<file path="src/rtl/score_counter_if.sv">
// Game-side bundle for score_counter: run control, tick/bonus strobes,
// score and status outputs.
interface score_counter_if #(
    parameter int SCORE_W = 32,
    parameter int BONUS_W = 8
);
    logic               start;
    logic               tick_en;
    logic               hit;
    logic               bonus_valid;
    logic [BONUS_W-1:0] bonus_pts;
    logic [SCORE_W-1:0] score;
    logic [SCORE_W-1:0] high_score;
    logic               running;
    logic               game_over;
    logic               point_pulse;
    logic               new_record;

    modport master (
        output start, tick_en, hit, bonus_valid, bonus_pts,
        input  score, high_score, running, game_over,
        input  point_pulse, new_record
    );

    modport slave (
        input  start, tick_en, hit, bonus_valid, bonus_pts,
        output score, high_score, running, game_over,
        output point_pulse, new_record
    );
endinterface

</file>
<file path="src/rtl/score_counter.sv">
// Survival/bonus score counter with saturating score and run FSM.
// Define SCORE_HISCORE_EN to build the session high-score register.
module score_counter #(
    parameter int               SCORE_W         = 32,
    parameter int               TICKS_PER_POINT = 10,
    parameter int               BONUS_W         = 8,
    parameter logic [SCORE_W-1:0] INIT_SCORE    = '0
) (
    input logic clk,
    input logic reset,
    score_counter_if.slave bus
);
    localparam int DIV_W =
        (TICKS_PER_POINT > 1) ? $clog2(TICKS_PER_POINT) : 1;
    localparam logic [DIV_W-1:0] DIV_LAST = DIV_W'(TICKS_PER_POINT - 1);

    typedef enum logic [1:0] {IDLE, RUN, OVER} state_t;

    state_t             state;
    state_t             state_nxt;
    logic [DIV_W-1:0]   div_q;
    logic [DIV_W-1:0]   div_nxt;
    logic [SCORE_W-1:0] score_q;
    logic [SCORE_W-1:0] score_nxt;
    logic [SCORE_W:0]   sum;
    logic               earn;
    logic               pulse_nxt;
    logic               running_q;
    logic               over_q;
    logic               pulse_q;

    always_ff @(posedge clk or negedge reset) begin
        if (!reset) begin
            state     <= IDLE;
            running_q <= 1'b0;
            over_q    <= 1'b0;
        end else begin
            state     <= state_nxt;
            running_q <= (state_nxt == RUN);
            over_q    <= (state_nxt == OVER);
        end
    end

    always_comb begin
        state_nxt = state;
        unique case (state)
            IDLE:    if (bus.start) state_nxt = RUN;
            RUN:     if (bus.hit)   state_nxt = OVER;
            OVER:    if (bus.start) state_nxt = RUN;
            default: state_nxt = IDLE;
        endcase
    end

    // hit wins over tick and bonus; the score is frozen on that edge
    always_comb begin
        div_nxt   = div_q;
        score_nxt = score_q;
        pulse_nxt = 1'b0;
        earn      = 1'b0;
        sum       = '0;
        unique case (state)
            IDLE, OVER: begin
                if (bus.start) begin
                    score_nxt = INIT_SCORE;
                    div_nxt   = '0;
                end
            end
            RUN: begin
                if (!bus.hit) begin
                    if (bus.tick_en) begin
                        if (div_q == DIV_LAST) begin
                            div_nxt = '0;
                            earn    = 1'b1;
                        end else begin
                            div_nxt = div_q + DIV_W'(1);
                        end
                    end
                    sum = {1'b0, score_q}
                        + (SCORE_W+1)'(earn)
                        + (bus.bonus_valid ? (SCORE_W+1)'(bus.bonus_pts)
                                           : '0);
                    score_nxt = sum[SCORE_W] ? '1 : sum[SCORE_W-1:0];
                    pulse_nxt = (score_nxt > score_q);
                end
            end
            default: ;
        endcase
    end

    always_ff @(posedge clk or negedge reset) begin
        if (!reset) begin
            div_q   <= '0;
            score_q <= INIT_SCORE;
            pulse_q <= 1'b0;
        end else begin
            div_q   <= div_nxt;
            score_q <= score_nxt;
            pulse_q <= pulse_nxt;
        end
    end

`ifdef SCORE_HISCORE_EN
    logic [SCORE_W-1:0] hs_q;
    logic               rec_q;
    logic               beat;

    assign beat = (state == RUN) && bus.hit && (score_q > hs_q);

    always_ff @(posedge clk or negedge reset) begin
        if (!reset) begin
            hs_q  <= '0;
            rec_q <= 1'b0;
        end else begin
            rec_q <= beat;
            if (beat) hs_q <= score_q;
        end
    end

    assign bus.high_score = hs_q;
    assign bus.new_record = rec_q;
`else
    assign bus.high_score = '0;
    assign bus.new_record = 1'b0;
`endif

    assign bus.score       = score_q;
    assign bus.running     = running_q;
    assign bus.game_over   = over_q;
    assign bus.point_pulse = pulse_q;
endmodule

</file>
<file path="src/flat_wrapper.sv">
// flat-port wrapper written by rule: the top's interface ports become plain ports
module score_counter_flat 
#(
    parameter int               SCORE_W         = 32,
    parameter int               TICKS_PER_POINT = 10,
    parameter int               BONUS_W         = 8,
    parameter logic [SCORE_W-1:0] INIT_SCORE    = '0
)
  (clk, reset, bus_start, bus_tick_en, bus_hit, bus_bonus_valid, bus_bonus_pts, bus_score, bus_high_score, bus_running, bus_game_over, bus_point_pulse, bus_new_record);
  score_counter_if #(.SCORE_W(SCORE_W), .BONUS_W(BONUS_W)) bus_i ();
  input logic clk;
  input logic reset;
  input wire logic [$bits(bus_i.start)-1:0] bus_start;
  input wire logic [$bits(bus_i.tick_en)-1:0] bus_tick_en;
  input wire logic [$bits(bus_i.hit)-1:0] bus_hit;
  input wire logic [$bits(bus_i.bonus_valid)-1:0] bus_bonus_valid;
  input wire logic [$bits(bus_i.bonus_pts)-1:0] bus_bonus_pts;
  output wire logic [$bits(bus_i.score)-1:0] bus_score;
  output wire logic [$bits(bus_i.high_score)-1:0] bus_high_score;
  output wire logic [$bits(bus_i.running)-1:0] bus_running;
  output wire logic [$bits(bus_i.game_over)-1:0] bus_game_over;
  output wire logic [$bits(bus_i.point_pulse)-1:0] bus_point_pulse;
  output wire logic [$bits(bus_i.new_record)-1:0] bus_new_record;
  assign bus_i.start = bus_start;
  assign bus_i.tick_en = bus_tick_en;
  assign bus_i.hit = bus_hit;
  assign bus_i.bonus_valid = bus_bonus_valid;
  assign bus_i.bonus_pts = bus_bonus_pts;
  assign bus_score = bus_i.score;
  assign bus_high_score = bus_i.high_score;
  assign bus_running = bus_i.running;
  assign bus_game_over = bus_i.game_over;
  assign bus_point_pulse = bus_i.point_pulse;
  assign bus_new_record = bus_i.new_record;
  score_counter #(.SCORE_W(SCORE_W), .TICKS_PER_POINT(TICKS_PER_POINT), .BONUS_W(BONUS_W), .INIT_SCORE(INIT_SCORE)) u_core (.clk(clk), .reset(reset), .bus(bus_i));
endmodule
</file>
<file path="config.mk">
export PLATFORM = sky130hd
export DESIGN_NAME = score_counter_flat
export DESIGN_NICKNAME = d
export VERILOG_FILES = /design/src/rtl/score_counter_if.sv /design/src/rtl/score_counter.sv /design/src/flat_wrapper.sv
export SDC_FILE = /design/constraint.sdc
export NUM_CORES = 1
export LEC_CHECK = 0
export ABC_AREA = 1
export BUFFER_PORTS_ARGS = -buffer_cell sky130_fd_sc_hd__buf_2
export CORE_MARGIN = 1.5
export CORE_UTILIZATION = 50
export CTS_CLUSTER_SIZE = 14
export DETAILED_ROUTE_END_ITERATION = 10
export GPL_TIMING_DRIVEN = 0
export PLACE_DENSITY = 0.81
export SLEW_MARGIN = 20
export SYNTH_ARGS = -nofsm -noshare
export SYNTH_HDL_FRONTEND = slang
export SYNTH_SLANG_ARGS = --single-unit
</file>
<file path="constraint.sdc">
create_clock -name clk -period 5.9 [get_ports clk]
set_clock_uncertainty 0.05 [all_clocks]
set_input_delay 1.18 -clock clk [delete_from_list [all_inputs] [get_ports clk]]
set_output_delay 1.18 -clock clk [all_outputs]
set_load 0.005 [all_outputs]
</file>
==> flow_summary.html, run 1 <==
<table>
<tr><th>Metric</th><th>Value</th></tr>
<tr><th colspan="2">STA</th></tr>
<tr><td>Max-slew violations</td><td>0</td></tr>
<tr><td>Least-Margin Pin Slew</td><td>0.668 ns</td></tr>
<tr><td>Number of setup violations in the final report</td><td>0</td></tr>
<tr><td>Setup repair after global routing missed its margin</td><td>false</td></tr>
<tr><td>Final critical-path share of the clock period</td><td>84.2%</td></tr>
<tr><td>Slew margin rel.</td><td>55.5%</td></tr>
<tr><td>Time the worst path needs with I/O delays and setup</td><td>4.97 ns</td></tr>
<tr><td>Hold Violations, Final</td><td>0</td></tr>
<tr><td>Upper clock frequency limit</td><td>0.201 GHz</td></tr>
<tr><td>Post-route setup TNS</td><td>0 ns</td></tr>
<tr><th colspan="2">Clock network</th></tr>
<tr><td>Max H-tree Level</td><td>2</td></tr>
<tr><td>CTS buffer count</td><td>5</td></tr>
<tr><td>Clk pin slew, worst setup/hold paths</td><td>0.10 ns</td></tr>
<tr><td>Post-CTS setup buffer count</td><td>0</td></tr>
<tr><td>Post_cts resized</td><td>0</td></tr>
<tr><td>CTS tree</td><td>built</td></tr>
<tr><td>Clock tree buffer depth</td><td>2</td></tr>
<tr><td>Clock insertion delay at the later pin of the skew report</td><td>~0.31 ns</td></tr>
<tr><td>Number of hold-repair buffers added at the cts stage</td><td>0</td></tr>
<tr><td>Root buf cell</td><td>clkbuf_8</td></tr>
<tr><td>CTS Sinks</td><td>roughly 40</td></tr>
<tr><th colspan="2">Floorplanning</th></tr>
<tr><td>Core footprint</td><td>0.00769 mm2</td></tr>
<tr><td>Die ar.</td><td>about 0.0084 mm2</td></tr>
<tr><td>Height of the die</td><td>91.9 um</td></tr>
<tr><td>I/O pin total</td><td>82</td></tr>
<tr><td>Number of cell rows</td><td>32</td></tr>
<tr><td>Initial core utilization</td><td>51.4%</td></tr>
<tr><td>Horiz. Die Dim</td><td>91.9 um</td></tr>
<tr><th colspan="2">Route</th></tr>
<tr><td>Number of vias in the routed layout</td><td>slightly above 4000</td></tr>
<tr><td>Remaining antenna violation count after routing</td><td>0</td></tr>
<tr><td>DRC viols</td><td>0</td></tr>
<tr><td>First drt pass iteration count</td><td>6</td></tr>
<tr><td>Average routed wire per standard cell</td><td>around 14 um</td></tr>
<tr><td>Iteration-0 DRC Markers</td><td>254</td></tr>
<tr><td>Via density per instance</td><td>5.11</td></tr>
<tr><td>Total routed wirelength</td><td>~11 mm</td></tr>
<tr><th colspan="2">Cells and area</th></tr>
<tr><td>Area Growth Syn to Fin</td><td>14.8%</td></tr>
<tr><td>Fraction of final layout cells sized beyond drive strength 1</td><td>16.6%</td></tr>
<tr><td>Number of nets in the layout</td><td>between 700 and 800</td></tr>
<tr><td>Count of filler cells inserted in the layout</td><td>773</td></tr>
<tr><td>Final instance area</td><td>0.00454 mm2</td></tr>
<tr><td>Count of antenna diodes in the layout</td><td>0</td></tr>
<tr><td>Final cell utilization of the core</td><td>between 50% and 60%</td></tr>
<tr><td>Finished Layout Cells</td><td>slightly below 800</td></tr>
<tr><th colspan="2">Flow run</th></tr>
<tr><td># Max-Cap Violations</td><td>0</td></tr>
<tr><th colspan="2">Setup path</th></tr>
<tr><td>Series of cell instances along the critical path</td><td>clkbuf_1 &gt; nand2_1 &gt; fa_1 &gt; inv_1 &gt; fa_1 &gt; nand3_1 &gt; nand3_2 &gt; nand3_1 &gt; nand2_1 &gt; nand2_1 &gt; nor2_1 &gt; nand2_1 &gt; inv_2 &gt; a21oi_1 &gt; o21ai_2 &gt; ha_1 &gt; nand2_1 &gt; inv_1 &gt; a221oi_1 &gt; a21oi_1 &gt; nor2_1 &gt; nand3_1 &gt; nand2_1 &gt; inv_1</td></tr>
<tr><td>Critical R2R Launch</td><td>u_core.div_q[1]$_DFFE_PN0P_</td></tr>
<tr><td>Longest individual stage delay on the worst path</td><td>0.42 ns</td></tr>
<tr><td>Setup slack on the worst flop-to-flop path</td><td>1.48 ns</td></tr>
<tr><td>Count of cell instances traversed by the critical path</td><td>24</td></tr>
<tr><td>Register-to-Register Path Depth</td><td>25</td></tr>
<tr><td>Element type at the critical path end</td><td>flip-flop</td></tr>
<tr><td>Biggest fanout along the worst timing path</td><td>8</td></tr>
<tr><td>Worst-path cell with the longest stage delay</td><td>fa_1</td></tr>
<tr><td>Delay-heaviest family, CP</td><td>simple AND/OR/NAND/NOR gates</td></tr>
<tr><td>Critical path buffer and inverter count</td><td>5</td></tr>
<tr><td>Required time of the worst setup path</td><td>6.06 ns</td></tr>
<tr><td>Most used cell, CP</td><td>nand2_1</td></tr>
<tr><td>Critical Path AT</td><td>5.13 ns</td></tr>
<tr><td>Worst Setup Path Type</td><td>in -&gt; reg</td></tr>
<tr><td>Setup crit start kind</td><td>primary input</td></tr>
<tr><td>R2R Path End</td><td>u_core.bus.point_pulse$_DFF_PN0_</td></tr>
<tr><th colspan="2">Placement</th></tr>
<tr><td>Post-Place Cells</td><td>779</td></tr>
<tr><td>Routability-driven placement congestion ratio</td><td>0.944</td></tr>
<tr><td>Number of I/O port buffers</td><td>47</td></tr>
<tr><td>Placed wire-length estimate after detailed placement</td><td>8.56 mm</td></tr>
<tr><td>Placement Cell Area</td><td>0.00444 mm2</td></tr>
<tr><th colspan="2">Hold path</th></tr>
<tr><td>End point of the most critical hold path</td><td>u_core.div_q[0]$_DFFE_PN0P_</td></tr>
<tr><td>Worst Hold Class</td><td>reg -&gt; reg</td></tr>
<tr><td>Min-Delay Startpoint</td><td>u_core.div_q[0]$_DFFE_PN0P_</td></tr>
<tr><td>Worst Hold Path Cells</td><td>1</td></tr>
<tr><th colspan="2">Power and ir drop</th></tr>
<tr><td>Power density of the placed cells</td><td>216 mW/mm2</td></tr>
<tr><td>Max VDD drop</td><td>between 0.15 and 0.2 mV</td></tr>
<tr><td>Pleak</td><td>between 0.002 and 0.003 uW</td></tr>
<tr><td>Post-layout power</td><td>approximately 980 uW</td></tr>
<tr><th colspan="2">Logic synthesis</th></tr>
<tr><td>Most common library cells after synthesis</td><td>nand2_1 (160), inv_1 (103), nor2_1 (43)</td></tr>
<tr><td>Distinct cell type count of the synthesized netlist</td><td>47</td></tr>
<tr><td>Area of the mapped netlist</td><td>0.00395 mm2</td></tr>
<tr><td>Number of synthesized register bits</td><td>41</td></tr>
<tr><td>Post-synthesis sequential area ratio</td><td>roughly 26%</td></tr>
<tr><td>Top flip-flop cell by instance count after synthesis</td><td>dfrtp_1</td></tr>
<tr><td>Count of synthesis-stage warnings from yosys</td><td>0</td></tr>
<tr><td>Number of synthesized flops with an enable pin</td><td>0</td></tr>
<tr><td>Share of the synthesized area in the top cell type</td><td>26.0%</td></tr>
<tr><td>Post-Synthesis Cells</td><td>approximately 600</td></tr>
<tr><td>FFs w/ async S/R, synth</td><td>100%</td></tr>
<tr><td>Yosys top cell by area</td><td>dfrtp_1</td></tr>
<tr><td>Post-Synthesis Mean Instance Area</td><td>~6.6 um2</td></tr>
<tr><td>Cell with the most instances after synthesis</td><td>nand2_1</td></tr>
<tr><td>Synth top area cells</td><td>dfrtp_1 (26%), nand2_1 (15%), inv_1 (9.8%)</td></tr>
<tr><th colspan="2">Global routing</th></tr>
<tr><td>Via count of the first global-routing pass</td><td>3918</td></tr>
<tr><td>Global-route total usage across every layer</td><td>26.9%</td></tr>
<tr><td>Initial antenna violation count</td><td>0</td></tr>
<tr><td>Overflow left after global routing</td><td>0</td></tr>
<tr><td>Wire length of the first global-routing pass</td><td>18.1 mm</td></tr>
<tr><td>Pin count of the biggest net entering global routing</td><td>42</td></tr>
<tr><th colspan="2">Status</th></tr>
<tr><td>Run status</td><td>finished clean</td></tr>
</table>
-- registers in the layout, indices dropped and copies added (netlist names) --
name                    cells
u_core.state                2
u_core.bus.score           32
u_core.bus.running          1
u_core.bus.point_pulse      1
u_core.bus.game_over        1
u_core.div_q                4
-- layer usage --
metal / wire length (um) / up-vias / GRT usage [%]
li1: - / 2023 / -
met3: 744 / 34 / 4.81
met5: 0 / - / 0
met4: 321 / 0 / 10.5
met2: 5040 / 179 / 45.5
met1: 4610 / 1789 / 34.0
-- report_power, final --
group	total [uW]	internal (uW)	switching, uW
Combinational	425	168	257
Sequential	342	313	28.7
Clock	214	89.6	125
Total	982	571	410
-- area by class of cell --
cell class | instances | area (um2) | share of cell area, %
multi-input cells | 440 | 2350 | 51.9
flip-flops and latches | 41 | 1030 | 22.6
inverters | 108 | 407 | 8.97
plain buffers | 41 | 287 | 6.32
repair buffers | 47 | 238 | 5.24
well taps | 102 | 128 | 2.81
clock buffers | 5 | 68.8 | 1.52
clock inverters | 3 | 28.8 | 0.634
-- worst max path at each step --
stage / slack (ns) / endpoint / from
floorplan: 1.63 / u_core.bus.point_pulse$_DFF_PN0_ / bus_bonus_valid
CTS: 1.05 / u_core.bus.point_pulse$_DFF_PN0_ / bus_bonus_valid
global placement: 0.79 / u_core.bus.point_pulse$_DFF_PN0_ / bus_bonus_valid
global route: 0.51 / u_core.bus.point_pulse$_DFF_PN0_ / bus_bonus_valid
finish: 0.93 / u_core.bus.point_pulse$_DFF_PN0_ / bus_bonus_valid
detailed placement: 0.74 / u_core.bus.point_pulse$_DFF_PN0_ / bus_bonus_valid
-- stage by stage --
step	setup WS [ns]	hold slack [ns]
2_1_floorplan	1.63	0.460
3_3_place_gp	0.785	0.483
3_5_place_dp	0.738	0.512
4_1_cts	1.05	0.528
5_1_grt	0.508	0.565
6_report	0.934	0.526
-- cell usage in the layout (no fill, tap or decap), types with 7 or more instances in the layout --
cell / count
buf_2: 47
o22ai_1: 19
nand3_1: 37
ha_1: 29
nor2_1: 43
inv_1: 103
dfrtp_1: 41
conb_1: 33
buf_4: 34
a21oi_1: 17
nand2_1: 160
nor2_2: 7
nand4_1: 16
xor2_1: 10
o21ai_0: 26
-- logic make-up after synthesis --
kind of cell | share of synthesized area, %
and+or+nand+nor | 31.9
buffers and inverters | 17.5
AOI/OAI and AO/OA | 11.4
DFF | 26.0
adders and majority gates | 10.2
xor gates and xnor gates | 2.88
other | 0.0949
No activity file was read; power rests on OpenSTA's default activity.
==> run 2: changes to the inputs <==
--- a/config.mk
+++ b/config.mk
@@ -5,14 +5,14 @@
 export SDC_FILE = /design/constraint.sdc
 export NUM_CORES = 1
 export LEC_CHECK = 0
-export ABC_AREA = 1
+export ABC_AREA = 0
 export BUFFER_PORTS_ARGS = -buffer_cell sky130_fd_sc_hd__buf_2
 export CORE_MARGIN = 1.5
 export CORE_UTILIZATION = 50
 export CTS_CLUSTER_SIZE = 14
 export DETAILED_ROUTE_END_ITERATION = 10
 export GPL_TIMING_DRIVEN = 0
-export PLACE_DENSITY = 0.81
+export PLACE_DENSITY = 0.84
 export SLEW_MARGIN = 20
 export SYNTH_ARGS = -nofsm -noshare
 export SYNTH_HDL_FRONTEND = slang
==> constraint.sdc (replaced) <==
create_clock -name clk -period 4.1 [get_ports clk]
set_clock_uncertainty 0.05 [all_clocks]
set_input_delay 0.82 -clock clk [delete_from_list [all_inputs] [get_ports clk]]
set_output_delay 0.82 -clock clk [all_outputs]
set_load 0.005 [all_outputs]
==> run 2 against run 1 <==
Against the previous run:
- the run now ends with setup timing left
- register-to-register slack got worse by 2.0 ns
- non-clock buffer count rose by 23
- final cell count fell by 14%
- worst setup slack got worse by 1.5 ns
- critical path depth fell by 4
- critical path type unchanged
==> flow_summary.html, run 2 <==
<table>
<tr><th>Metric</th><th>Value</th></tr>
<tr><th colspan="2">Status</th></tr>
<tr><td>Run status</td><td>complete, but fails checks</td></tr>
<tr><td>Violated checks</td><td>setup timing</td></tr>
<tr><th colspan="2">Route</th></tr>
<tr><td>Number of vias in the routed layout</td><td>3980</td></tr>
<tr><td>Via density per instance</td><td>between 5 and 6</td></tr>
<tr><td>DRC viols</td><td>0</td></tr>
<tr><td>Total routed wirelength</td><td>11.0 mm</td></tr>
<tr><td>First drt pass iteration count</td><td>5</td></tr>
<tr><td>Remaining antenna violation count after routing</td><td>0</td></tr>
<tr><td>Iteration-0 DRC Markers</td><td>299</td></tr>
<tr><td>Average routed wire per standard cell</td><td>16.3 um</td></tr>
<tr><th colspan="2">Global routing</th></tr>
<tr><td>Pin count of the biggest net entering global routing</td><td>42</td></tr>
<tr><td>Via count of the first global-routing pass</td><td>between 3000 and 4000</td></tr>
<tr><td>Initial antenna violation count</td><td>0</td></tr>
<tr><td>Overflow left after global routing</td><td>0</td></tr>
<tr><td>Wire length of the first global-routing pass</td><td>17.8 mm</td></tr>
<tr><td>Global-route total usage across every layer</td><td>26.8%</td></tr>
<tr><th colspan="2">Logic synthesis</th></tr>
<tr><td>Area of the mapped netlist</td><td>0.00384 mm2</td></tr>
<tr><td>Most common library cells after synthesis</td><td>nand2_1 (49), dfrtp_1 (41), a21oi_1 (36)</td></tr>
<tr><td>Number of synthesized flops with an enable pin</td><td>0</td></tr>
<tr><td>FFs w/ async S/R, synth</td><td>100%</td></tr>
<tr><td>Number of synthesized register bits</td><td>41</td></tr>
<tr><td>Cell with the most instances after synthesis</td><td>nand2_1</td></tr>
<tr><td>Post-Synthesis Mean Instance Area</td><td>8.06 um2</td></tr>
<tr><td>Synth top area cells</td><td>dfrtp_1 (27%), ha_1 (9.5%), buf_4 (6.6%)</td></tr>
<tr><td>Post-Synthesis Cells</td><td>476</td></tr>
<tr><td>Top flip-flop cell by instance count after synthesis</td><td>dfrtp_1</td></tr>
<tr><td>Share of the synthesized area in the top cell type</td><td>26.7%</td></tr>
<tr><td>Count of synthesis-stage warnings from yosys</td><td>0</td></tr>
<tr><td>Distinct cell type count of the synthesized netlist</td><td>67</td></tr>
<tr><td>Yosys top cell by area</td><td>dfrtp_1</td></tr>
<tr><td>Post-synthesis sequential area ratio</td><td>26.7%</td></tr>
<tr><th colspan="2">STA</th></tr>
<tr><td>Max-slew violations</td><td>0</td></tr>
<tr><td>Least-Margin Pin Slew</td><td>0.944 ns</td></tr>
<tr><td>Final Hold Slack</td><td>between 0.4 and 0.5 ns</td></tr>
<tr><td>Number of setup violations in the final report</td><td>1</td></tr>
<tr><td>Slew margin rel.</td><td>a little under two fifths</td></tr>
<tr><td>Time the worst path needs with I/O delays and setup</td><td>around 4.7 ns</td></tr>
<tr><td>Final critical-path share of the clock period</td><td>114%</td></tr>
<tr><td>Upper clock frequency limit</td><td>0.214 GHz</td></tr>
<tr><td>Setup repair after global routing missed its margin</td><td>true</td></tr>
<tr><td>Hold Violations, Final</td><td>0</td></tr>
<tr><td>Setup ws final</td><td>-0.565 ns</td></tr>
<tr><th colspan="2">Cells and area</th></tr>
<tr><td>Max FFs per register</td><td>32</td></tr>
<tr><td>Final instance area</td><td>0.00464 mm2</td></tr>
<tr><td>Number of nets in the layout</td><td>620</td></tr>
<tr><td>Commonest non-fill, non-tap cell in the layout</td><td>buf_2</td></tr>
<tr><td>Fraction of final layout cells sized beyond drive strength 1</td><td>26.0%</td></tr>
<tr><td>Final cell utilization of the core</td><td>63.3%</td></tr>
<tr><td>Count of antenna diodes in the layout</td><td>0</td></tr>
<tr><td>Area Growth Syn to Fin</td><td>20.8%</td></tr>
<tr><td>Leading cell types in the layout, fill and taps excluded</td><td>buf_2 (51), nand2_1 (47), buf_4 (46), dfrtp_1 (41), a21oi_1 (34)</td></tr>
<tr><td>Finished Layout Cells</td><td>around 680</td></tr>
<tr><th colspan="2">Floorplanning</th></tr>
<tr><td>Die ar.</td><td>just over 0.008 mm2</td></tr>
<tr><td>I/O pin total</td><td>82</td></tr>
<tr><td>Core footprint</td><td>0.00733 mm2</td></tr>
<tr><td>Number of cell rows</td><td>31</td></tr>
<tr><td>Initial core utilization</td><td>52.4%</td></tr>
<tr><td>Height of the die</td><td>roughly 91 um</td></tr>
<tr><td>Horiz. Die Dim</td><td>90.6 um</td></tr>
<tr><th colspan="2">Setup path</th></tr>
<tr><td>Worst Setup Path Type</td><td>in -&gt; reg</td></tr>
<tr><td>Critical Path AT</td><td>4.81 ns</td></tr>
<tr><td>Setup crit start kind</td><td>primary input</td></tr>
<tr><td>Biggest fanout along the worst timing path</td><td>10</td></tr>
<tr><td>Source of the critical timing path</td><td>bus_bonus_valid</td></tr>
<tr><td>Required time of the worst setup path</td><td>4.24 ns</td></tr>
<tr><td>Critical R2R Launch</td><td>u_core.div_q[1]$_DFFE_PN0P_</td></tr>
<tr><td>Element type at the critical path end</td><td>flip-flop</td></tr>
<tr><th colspan="2">Hold path</th></tr>
<tr><td>Min-Delay Startpoint</td><td>u_core.div_q[3]$_DFFE_PN0P_</td></tr>
<tr><td>Worst Hold Class</td><td>reg -&gt; reg</td></tr>
<tr><th colspan="2">Placement</th></tr>
<tr><td>Routability-driven placement congestion ratio</td><td>0.927</td></tr>
<tr><td>Placed wire-length estimate after detailed placement</td><td>7.97 mm</td></tr>
<tr><td>Number of I/O port buffers</td><td>48</td></tr>
<tr><td>Placement Cell Area</td><td>0.00436 mm2</td></tr>
<tr><td>Post-Place Cells</td><td>655</td></tr>
<tr><td>DP Worst Slack</td><td>-1.19 ns</td></tr>
<tr><th colspan="2">Power and ir drop</th></tr>
<tr><td>Pleak</td><td>0.00225 uW</td></tr>
<tr><td>Portion of total power attributed to sequential cells</td><td>35.9%</td></tr>
<tr><td>NetSw</td><td>537 uW</td></tr>
<tr><td>Power density of the placed cells</td><td>292 mW/mm2</td></tr>
<tr><td>Switching share of power</td><td>about two fifths</td></tr>
<tr><td>Clock network power share</td><td>between 20% and 30%</td></tr>
<tr><td>Max VDD drop</td><td>approximately 0.22 mV</td></tr>
<tr><td>Combinational power share</td><td>43.0%</td></tr>
<tr><td>Internal power</td><td>817 uW</td></tr>
<tr><th colspan="2">Clock network</th></tr>
<tr><td>Clock insertion delay at the later pin of the skew report</td><td>0.31 ns</td></tr>
<tr><td>CTS tree</td><td>built</td></tr>
<tr><td>CTS Sinks</td><td>41</td></tr>
<tr><td>Max H-tree Level</td><td>2</td></tr>
<tr><td>CTS buffer count</td><td>5</td></tr>
<tr><td>Clk pin slew, worst setup/hold paths</td><td>0.10 ns</td></tr>
<tr><td>Clock tree buffer depth</td><td>2</td></tr>
<tr><td>Root buf cell</td><td>clkbuf_8</td></tr>
<tr><th colspan="2">Flow run</th></tr>
<tr><td># Max-Cap Violations</td><td>0</td></tr>
</table>
## run 2: cell types whose count changed after synthesis, sizes merged, moves of 9 or more
cell | before | now
a21oi | 17 | 38
a31o | 0 | 10
and2 | 1 | 11
inv | 106 | 31
nand2 | 165 | 49
nand2b | 0 | 9
nand3 | 39 | 20
nand4 | 17 | 8
nor2 | 51 | 29
o22ai | 19 | 3
xnor2 | 3 | 14
## run 2: through the flow
stage | total power, uW | TNS, ns
final | 1350 | -0.565
after global placement | 1010 | -1.14
after floorplan | 878 | -0.199
after global routing | 1450 | -0.777
after CTS | 1350 | -0.523
after detailed placement | 1040 | -1.19
## run 2: cells by family (layout without fill, tap and decap cells)
| kind of cell | count (synthesis) | after routing | share of synthesized area (%) |
|---|---|---|---|
| multiplexers | 1 | 1 | 0.261 |
| buffers and inverters | 82 | 150 | 11.6 |
| AO/OA/AOI/OAI | 141 | 141 | 25.9 |
| AND/OR/NAND/NOR | 163 | 163 | 21.2 |
| other | 1 | 33 | 0.0977 |
| adder cells (fa/ha/maj) | 31 | 31 | 10.5 |
| XOR/XNOR | 16 | 16 | 3.65 |
| flip-flops | 41 | 41 | 26.7 |
## run 2: layout make-up
cell class	count	area, um2
fill	654	2690
multi-input combinational	385	2620
sequential	41	1030
buffer	51	332
timing repair buffer	60	330
tap	99	124
inverter	31	116
clock buffer	5	68.8
clock inverter	3	22.5
## run 2: worst paths after layout
path	to	slack [ns]	cells past startpoint
max	u_core.bus.point_pulse$_DFF_PN0_	-0.57	20
min	u_core.div_q[3]$_DFFE_PN0P_	0.44	1
max reg2reg	u_core.bus.point_pulse$_DFF_PN0_	-0.56	23
min reg2reg	u_core.div_q[3]$_DFFE_PN0P_	0.44	1
max in group asynchronous	u_core.bus.score[31]$_DFFE_PN0P_	2.80	1
min in group asynchronous	u_core.bus.score[13]$_DFFE_PN0P_	0.60	1
## run 2: worst max-delay path, stage by stage
cell and delay (ns):
buf_2 0.17, nand2_1 0.10, fa_2 0.40, inv_2 0.07
fa_2 0.21, a211oi_2 0.08, or3_1 0.39, buf_6 0.15
a211oi_4 0.26, nand2_2 0.21, clkbuf_2 0.26, nand2_1 0.11
ha_1 0.25, a21o_1 0.18, a211oi_2 0.17, o41ai_1 0.10
a32oi_1 0.25, nand3_1 0.12, a21o_1 0.19, o31a_1 0.31
## run 2: metal layers
layer	share of wire, %	wire, um	global-route usage (%)	vias to the layer above
li1	-	-	-	1865
met2	47	5180	44.2	203
met5	0	0	0	-
met3	7.8	858	4.71	28
met4	2.2	245	9.39	0
met1	43	4740	35.0	1884
## run 2: repair_timing
action	4_1_cts	5_1_grt
resized for setup	13	3
hold buffers	0	0
pin swaps	11	2
buffers inserted	12	0
setup endpoints to repair	1	1
## run 2: power groups by stage
| stage | Combinational, uW | Sequential (uW) | Clock [uW] |
|---|---|---|---|
| 2_1_floorplan | 383 | 495 | 0 |
| 3_3_place_gp | 516 | 497 | 0 |
| 3_5_place_dp | 535 | 500 | 0 |
| 4_1_cts | 572 | 488 | 287 |
| 5_1_grt | 650 | 493 | 306 |
| 6_report | 582 | 486 | 285 |
